`src/rtl/cam_pixel_packer.sv`:
```
// Camera pixel packer: builds RGB565 pixels from an 8..16 bit DVP bus,
// crops to a window, drops frames on a skip ratio and flags odd-beat lines.
//
// Ports:
//   I_pxl_clk, I_rst_n       pixel clock, async active-low reset
//   I_vsync, I_href, I_data  camera sync and data (byte = top 8 bits)
//   I_en, I_mode, I_skip     capture controls, sampled at frame start
//   I_h_start, I_h_res       horizontal crop window (pixels)
//   I_v_start, I_v_res       vertical crop window (lines)
//   O_vs_n                   frame sync, low while a passed frame's VSYNC
//   O_de, O_data             pixel valid and RGB565 pixel
//   O_frame_cnt              passed-frame counter
//   O_sync_err               sticky odd-beat line error
module cam_pixel_packer #(
  parameter int IN_W   = 10,
  parameter int CNT_W  = 12,
  parameter int FCNT_W = 16
) (
  input  logic              I_pxl_clk,
  input  logic              I_rst_n,
  input  logic              I_vsync,
  input  logic              I_href,
  input  logic [IN_W-1:0]   I_data,
  input  logic              I_en,
  input  logic [1:0]        I_mode,
  input  logic [3:0]        I_skip,
  input  logic [CNT_W-1:0]  I_h_start,
  input  logic [CNT_W-1:0]  I_h_res,
  input  logic [CNT_W-1:0]  I_v_start,
  input  logic [CNT_W-1:0]  I_v_res,
  output logic              O_vs_n,
  output logic              O_de,
  output logic [15:0]       O_data,
  output logic [FCNT_W-1:0] O_frame_cnt,
  output logic              O_sync_err
);

  // edge-detect history
  logic              r_vs_d;
  logic              r_href_d;

  // per-frame settings
  logic [1:0]        r_mode;
  logic [CNT_W-1:0]  r_h_start;
  logic [CNT_W-1:0]  r_h_res;
  logic [CNT_W-1:0]  r_v_start;
  logic [CNT_W-1:0]  r_v_res;
  logic              r_pass;
  logic [3:0]        r_skip_cnt;

  // beat assembly and position
  logic              r_phase;
  logic [7:0]        r_a_byte;
  logic [CNT_W-1:0]  r_x;
  logic [CNT_W-1:0]  r_y;

  // output registers
  logic              r_vs_n;
  logic              r_de;
  logic [15:0]       r_data;
  logic [FCNT_W-1:0] r_frame_cnt;
  logic              r_sync_err;

  logic              w_fs;
  logic              w_hfall;
  logic              w_beat;
  logic              w_pass_new;
  logic [3:0]        w_skip_nxt;
  logic              w_two_beat;
  logic              w_swap;
  logic              w_form;
  logic [7:0]        w_byte;
  logic [5:0]        w_grey;
  logic [15:0]       w_pix;
  logic [CNT_W:0]    w_x_end;
  logic [CNT_W:0]    w_y_end;
  logic              w_in_x;
  logic              w_in_y;
  logic              w_emit;
  logic              w_x_max;
  logic              w_y_max;
  logic [IN_W-1:0]   w_unused_data;

  // low-order data bits below the byte lane carry no pixel content
  assign w_unused_data = I_data;

  assign w_fs    = I_vsync & ~r_vs_d;
  assign w_hfall = r_href_d & ~I_href;
  assign w_beat  = I_href & ~I_vsync;

  // skip_cnt==0 with capture enabled passes the frame
  assign w_pass_new = (r_skip_cnt == 4'd0) & I_en;

  always_comb begin
    w_skip_nxt = r_skip_cnt;
    if (w_pass_new) begin
      w_skip_nxt = I_skip;
    end else if (r_skip_cnt != 4'd0) begin
      w_skip_nxt = r_skip_cnt - 4'd1;
    end
  end

  // modes 0 and 2 pair two beats; 1 and 3 are one beat per pixel
  assign w_two_beat = ~r_mode[0];
  assign w_swap     = r_mode[1];

  assign w_byte = I_data[IN_W-1 -: 8];
  assign w_grey = I_data[IN_W-1 -: 6];

  assign w_form = w_beat & (~w_two_beat | r_phase);

  always_comb begin
    w_pix = r_data;
    unique case (1'b1)
      ~w_two_beat: begin
        w_pix = {w_grey[5:1], w_grey, w_grey[5:1]};
      end
      w_two_beat & w_swap: begin
        w_pix = {w_byte, r_a_byte};
      end
      w_two_beat & ~w_swap: begin
        w_pix = {r_a_byte, w_byte};
      end
      default: begin
        w_pix = r_data;
      end
    endcase
  end

  // one extra bit keeps start+res from wrapping
  assign w_x_end = {1'b0, r_h_start} + {1'b0, r_h_res};
  assign w_y_end = {1'b0, r_v_start} + {1'b0, r_v_res};

  assign w_in_x = (r_x >= r_h_start) &
                  ({1'b0, r_x} < w_x_end);
  assign w_in_y = (r_y >= r_v_start) &
                  ({1'b0, r_y} < w_y_end);

  assign w_emit = w_form & r_pass & w_in_x & w_in_y;

  assign w_x_max = (r_x == {CNT_W{1'b1}});
  assign w_y_max = (r_y == {CNT_W{1'b1}});

  // sync history
  always_ff @(posedge I_pxl_clk or negedge I_rst_n) begin
    if (!I_rst_n) begin
      r_vs_d   <= 1'b0;
      r_href_d <= 1'b0;
    end else begin
      r_vs_d   <= I_vsync;
      r_href_d <= I_href;
    end
  end

  // frame-start sampling of settings and pass/drop decision
  always_ff @(posedge I_pxl_clk or negedge I_rst_n) begin
    if (!I_rst_n) begin
      r_mode     <= 2'd0;
      r_h_start  <= '0;
      r_h_res    <= '0;
      r_v_start  <= '0;
      r_v_res    <= '0;
      r_pass     <= 1'b0;
      r_skip_cnt <= 4'd0;
    end else if (w_fs) begin
      r_mode     <= I_mode;
      r_h_start  <= I_h_start;
      r_h_res    <= I_h_res;
      r_v_start  <= I_v_start;
      r_v_res    <= I_v_res;
      r_pass     <= w_pass_new;
      r_skip_cnt <= w_skip_nxt;
    end
  end

  // beat phase and first-byte store
  always_ff @(posedge I_pxl_clk or negedge I_rst_n) begin
    if (!I_rst_n) begin
      r_phase  <= 1'b0;
      r_a_byte <= 8'd0;
    end else begin
      if (w_fs || !I_href) begin
        r_phase <= 1'b0;
      end else if (w_beat && w_two_beat) begin
        r_phase <= ~r_phase;
      end
      if (w_beat && w_two_beat && !r_phase) begin
        r_a_byte <= w_byte;
      end
    end
  end

  // position counters, saturating
  always_ff @(posedge I_pxl_clk or negedge I_rst_n) begin
    if (!I_rst_n) begin
      r_x <= '0;
      r_y <= '0;
    end else begin
      if (w_fs || w_hfall) begin
        r_x <= '0;
      end else if (w_form && !w_x_max) begin
        r_x <= r_x + CNT_W'(1);
      end
      if (w_fs) begin
        r_y <= '0;
      end else if (w_hfall && !w_y_max) begin
        r_y <= r_y + CNT_W'(1);
      end
    end
  end

  // frame sync, frame counter and sticky error
  always_ff @(posedge I_pxl_clk or negedge I_rst_n) begin
    if (!I_rst_n) begin
      r_vs_n      <= 1'b1;
      r_frame_cnt <= '0;
      r_sync_err  <= 1'b0;
    end else begin
      r_vs_n <= ~(I_vsync & (w_fs ? w_pass_new : r_pass));
      if (w_fs && w_pass_new) begin
        r_frame_cnt <= r_frame_cnt + FCNT_W'(1);
      end
      // a half pixel at line end is dropped; only the flag records it
      if (w_fs && w_pass_new) begin
        r_sync_err <= 1'b0;
      end else if (w_hfall && w_two_beat && r_phase) begin
        r_sync_err <= 1'b1;
      end
    end
  end

  // pixel output
  always_ff @(posedge I_pxl_clk or negedge I_rst_n) begin
    if (!I_rst_n) begin
      r_de   <= 1'b0;
      r_data <= 16'd0;
    end else begin
      r_de <= w_emit;
      if (w_emit) begin
        r_data <= w_pix;
      end
    end
  end

  assign O_vs_n      = r_vs_n;
  assign O_de        = r_de;
  assign O_data      = r_data;
  assign O_frame_cnt = r_frame_cnt;
  assign O_sync_err  = r_sync_err;

endmodule

```
`config.mk`:
```
export PLATFORM = sky130hd
export DESIGN_NAME = cam_pixel_packer
export DESIGN_NICKNAME = d
export VERILOG_FILES = /design/src/rtl/cam_pixel_packer.sv
export SDC_FILE = /design/constraint.sdc
export NUM_CORES = 1
export LEC_CHECK = 0
export CORE_MARGIN = 1.5
export CORE_UTILIZATION = 50
export DETAILED_ROUTE_END_ITERATION = 7
export HOLD_SLACK_MARGIN = 0.15
export PLACE_DENSITY = 0.74
export SYNTH_ARGS = -nofsm -noshare
export SYNTH_HDL_FRONTEND = slang
export SYNTH_SLANG_ARGS = --single-unit
```
`constraint.sdc`:
```
create_clock -name I_pxl_clk -period 5.3 [get_ports I_pxl_clk]
set_input_delay 1.06 -clock I_pxl_clk [delete_from_list [all_inputs] [get_ports I_pxl_clk]]
set_output_delay 1.06 -clock I_pxl_clk [all_outputs]
set_load 0.01 [all_outputs]
```
* After elaboration in Yosys (flattened, before gate mapping)
Cells that the tools add are included.
W data, S select, Z words.
** Word-level totals
- Output and inout bits :: 35
- Bits of input ports :: 69
- Word-level logic and storage cells :: 86
- Register bits after elaboration :: 125
** Operators by class
- $add $sub $neg :: 6
- Multiplexer cells :: 12
- Reductions and logical operators :: 23
- Order comparisons :: 4
- Bitwise logic cells :: 21
- Equal/unequal tests :: 2
** Operators with widths (count)
- $mux W12 :: 4
- $pmux W16 S3 :: 1
- $add A12 B12 Y13 :: 2
- $lt A12 B13 Y1 :: 2
- $add A12 B1 Y12 const B :: 2
- $eq A12 B12 Y1 const B :: 2
- $ge A12 B12 Y1 :: 2
- $add A16 B1 Y16 const B :: 1
- $and A1 B1 Y1 :: 13
- $reduce_bool A2 Y1 :: 5
- $mux W4 :: 2
- $logic_and A1 B1 Y1 :: 7
- $not A1 Y1 :: 7
- $mux W1 :: 5
- $logic_not A1 Y1 :: 4
- $logic_not A4 Y1 :: 1
- $reduce_and A2 Y1 :: 2
- $reduce_bool A4 Y1 :: 1
- $sub A4 B1 Y4 const B :: 1
- $reduce_bool A3 Y1 :: 1
- $logic_or A1 B1 Y1 :: 2
- $or A1 B1 Y1 :: 1

* Logic depth before layout (Yosys ltp)
- Depth after elaboration :: 7
- Gate-level depth with buffers :: 17
- Depth with buffers taken out :: 16

* Worst setup path after synthesis
OpenSTA, ideal clock, no wires.
- Kind :: register -> register
- Start :: register r_v_start[1]
- End :: register r_data[10] (netlist: O_data[10])
- Data required time :: 5175 ps
- Stages on the path, launching flop included :: 17
- Path slack :: 1412 ps
- Path buffers :: 1
- Data arrival time :: 3763 ps
- Clock period less this slack :: 3888 ps
- Library setup time :: 125 ps
- Path through :: dfrtp_1 > ha_1 > a21o_1 > a21oi_1 > nor2_1 > or4_1 > a41o_1 > o41ai_2 > xor2_1 > ha_1 > a211oi_1 > o21ai_0 > a21oi_1 > nor4_2 > a211oi_4 > buf_12 > mux2_4
** Between the ends
- Longest elaborated chain between the ends :: 5
- Elaborated cells between the ends (all ways) :: 6
- Those cells by class :: add/sub (1); order compare (2); bitwise (2); reduce/logical (1)
** Ends and longest elaborated chain
- start, declared :: RTL line 46 : logic [CNT_W-1:0] r_v_start;
- start signal, assigned :: RTL line 169 : r_v_start <= I_v_start;
- $add A12 B12 Y13 :: RTL line 132 : assign w_y_end = {1'b0, r_v_start} + {1'b0, r_v_res};
- $lt A12 B13 Y1 :: RTL line 137 : ({1'b0, r_y} < w_y_end);
- $and A1 B1 Y1 (*) :: RTL line 136 : assign w_in_y = (r_y >= r_v_start) &
- $and A1 B1 Y1 (*) :: RTL line 139 : assign w_emit = w_form & r_pass & w_in_x & w_in_y;
- named net w_emit :: RTL line 79 : logic w_emit;
- $reduce_and A2 Y1 (no source line) (*)
- end signal, assigned :: RTL line 240 : r_data <= w_pix;
- end, declared :: RTL line 60 : logic [15:0] r_data;
Mark *: on every way through the listed nets, which the timed path passes. The rest lies on a longest branch.
A chain may end at the register's enable or synchronous reset.

* Worst setup path in the final report
- Start :: register r_v_start[0]
- End :: register r_data[4] (netlist: O_data[4])
** Between the ends
- Longest elaborated chain between the ends :: 5
- Elaborated cells between the ends (all ways) :: 6
- Those cells by class :: add/sub (1); order compare (2); bitwise (2); reduce/logical (1)
** Ends and longest elaborated chain (RTL line)
- $add A12 B12 Y13 :: 132
- $lt A12 B13 Y1 :: 137
- $and A1 B1 Y1 (*) :: 136
- $and A1 B1 Y1 (*) :: 139
- $reduce_and A2 Y1 (no source line) (*)
Mark *: on every way between the ends. The rest lies on a longest branch, timed or not.

==> flow_summary.ini <==
[power]
power.density_nw_per_um2 = 329
p_leak_nw = 4.36
power.total_mw = 3.05
ir_drop_mv = 0.242

[placement]
gp_congestion = 0.841
hpwl_mm = 11.2
placed_area_sq_um = 8680
portBuffers = 101

[setup_path]
cp.required_ps = 5600
path_class = register to register
crit_arrival_ps = 4500
critPathLaunchType = register
r2r_cells = 17
cp_max_fo = 17
r2r_slack_ps = 1100
end_kind = register

[global_route]
grt_pass1_wl_mm = 27.5
grt_usage_pct = 21.3
grt_max_degree = 87
grt_antenna_before_repair = 0
grt_pass1_vias = 5731
gr-total-overflow = 0

[final_layout]
drive_gt1_share_pct = 9.49
nets = 1029
antenna_cells = 0
fillerInstances = 1195
finalInstanceArea_sq_um = 9290
area_delta_synth_final_pct = 23.9
fin_util_pct = 63.7

[synthesis]
synth_area_sq_um = 7500
postSynth.asyncResetShare_pct = 100
synthCells = 779
dominantRegCellSynth = dfrtp_1
synth_warnings = 0
synth_cell_types = 62
syn_nets = 925
avgSynthCellArea_sq_um = 9.63
synth_edf_count = 0
synth_seq_cells = 125
synth-seq-area-share_pct = 41.7

[die]
fp.dieArea_sq_um = 15700
die_h_um = 125
core_area_sq_um = 14600
io_pins = 104
rows = 44
fp.dieW_um = 125
start_util_pct = 51.4

[clock_network]
cts.sinks = 125
cts_root_buf = clkbuf_16
cts.path.max_buffers = 2
clk-insertion-delay-late_ps = 410
cts_tree = built
cts_resized = 0
cts_hold_buf = 0
clk_pin_slew_ps = 60
cts_setup_buffers = 0
h-tree-depth = 4
cts-buffers-inserted = 17

[timing]
slew_headroom_pct = 18.0
skew_ps = 6.30
period_needed_ps = 4200
timing.fmax_ghz = 0.238
tns_ps = 0
hold-worst-slack_ps = 464
slew_violations = 0
post-route-period-util_pct = 79.2
rsz0062_at_grt = no
finalSetupViolations = 0
worst_pin_slew_ps = 1220
finalHoldViolCount = 0

[outcome]
status = finished, final reports clean

[route]
initialDrtViolationCount = 311
via_per_inst = 5.36
routed_wl_mm = 15.8
first_pass_iters = 4
wl_per_cell_um = 14.7
vias = 5793
ant_nets = 0
drc_errors = 0

[hold_path]
min_path_cells = 1
hold_class = register to register

[job]
cap_violations = 0
[layout by cell type (no fill, tap or decap), types with 10 or more instances in the layout]
| cell type | Yosys | layout |
|---|---|---|
| a211oi_1 | 16 | 16 |
| a21o_1 | 10 | 10 |
| a21oi_1 | 35 | 35 |
| clkbuf_16 | 0 | 17 |
| clkdlybuf4s50_1 | 0 | 100 |
| dfrtp_1 | 124 | 124 |
| ha_1 | 75 | 75 |
| inv_1 | 39 | 39 |
| mux2_2 | 21 | 21 |
| nand2_1 | 138 | 138 |
| nand3_1 | 13 | 13 |
| nand4_1 | 13 | 13 |
| nor2_1 | 54 | 54 |
| nor2b_1 | 19 | 18 |
| nor3_1 | 11 | 11 |
| o21ai_0 | 54 | 54 |
| xnor2_1 | 24 | 24 |
| xor2_1 | 24 | 24 |
[synth_stat cells (all sizes together), types with 3 or more instances]
cell type | number | area share [%]
o21ai | 55 | 3.7
a31oi | 4 | 0.33
xnor2 | 24 | 2.8
nor2b | 20 | 1.8
o211ai | 3 | 0.30
a211oi | 18 | 2.0
nand2 | 138 | 6.9
nand4 | 13 | 1.1
o22ai | 3 | 0.43
nor2 | 54 | 2.7
nor3 | 12 | 0.87
clkbuf | 17 | 0.85
xor2 | 24 | 2.8
dfrtp | 124 | 41
o31ai | 3 | 0.67
nand3 | 13 | 0.87
a21o | 10 | 1.0
or3 | 6 | 0.50
a21oi | 35 | 2.3
nor3b | 3 | 0.45
nand2b | 9 | 0.75
mux2 | 30 | 5.0
o41ai | 3 | 0.45
buf | 4 | 0.47
o21a | 6 | 0.60
ha | 75 | 13
inv | 39 | 2.0
or4 | 4 | 0.40
o21bai | 4 | 0.45
[stage by stage]
stage	cells	setup WS, ps
floorplan	779	1410
CTS	1080	1110
global route	1080	779
detailed placement	1048	1130
finish	1080	1100
global placement	1048	1130
[layer usage]
metal	GRT usage (%)	part of all wire (%)	up-vias
li1	-	-	2917
met1	28.7	47	2776
met2	34.9	48	83
met3	4.07	3.2	17
met4	6.75	1.3	0
met5	0	0	-
[path summary, 6_finish.rpt]
kind                            startpoint              end
max in group asynchronous          I_rst_n        O_data[5]
setup / recovery              r_v_start[0]        O_data[4]
hold reg to reg            O_frame_cnt[15]  O_frame_cnt[15]
setup reg to reg              r_v_start[0]        O_data[4]
min in group asynchronous          I_rst_n       r_v_res[7]
hold / removal             O_frame_cnt[15]  O_frame_cnt[15]
[layout make-up]
| type | count | area, sq um | share of cell area [%] |
|---|---|---|---|
| inverter | 39 | 146 | 1.58 |
| clock buffer | 19 | 443 | 4.77 |
| multi-input combinational | 594 | 4130 | 44.5 |
| timing repair buffer | 106 | 1050 | 11.3 |
| sequential | 125 | 3130 | 33.7 |
| clock inverter | 13 | 166 | 1.79 |
| tap | 184 | 230 | 2.48 |
[sequential cells by signal, indices dropped and copies added, names as in the netlist, 2 cells and up]
register and flops:
r_skip_cnt 4, r_v_res 12, r_v_start 12, O_data 16, r_y 12, r_mode 2, O_frame_cnt 16, r_x 12
r_h_res 12, r_a_byte 8, r_h_start 12
[cell families (layout without fill, tap and decap cells)]
| logic type | Yosys count | in the layout | synth area share, % |
|---|---|---|---|
| adder cells (fa/ha/maj) | 77 | 77 | 13.0 |
| buffers and inverters | 60 | 177 | 3.27 |
| multiplexers | 32 | 32 | 5.22 |
| flip-flops | 125 | 125 | 41.7 |
| AO/OA/AOI/OAI | 154 | 154 | 13.7 |
| AND/OR/NAND/NOR | 283 | 283 | 17.5 |
| XOR/XNOR | 48 | 48 | 5.61 |
[critical path: stages (launching register included)]
cell and delay, ps:
dfrtp_1 410, ha_1 240, fa_1 440, a211oi_2 250, o21bai_2 130, o2bb2ai_2 230
o21bai_1 80, a21oi_1 190, xor2_1 180, ha_1 260, a21o_1 160, a211oi_1 220
o21ai_0 120, a21oi_1 150, nor4_2 80, a211oi_4 230, buf_4 330, mux2_2 370
[report_power, final]
group	leakage, nW	switching (mW)	internal, mW	total [mW]
clock network	0.290	0.432	0.753	1.19
logic	2.45	0.368	0.351	0.719
registers	1.62	0.0960	1.05	1.15
total	4.36	0.896	2.16	3.05
(Power assumes the default switching activity.)
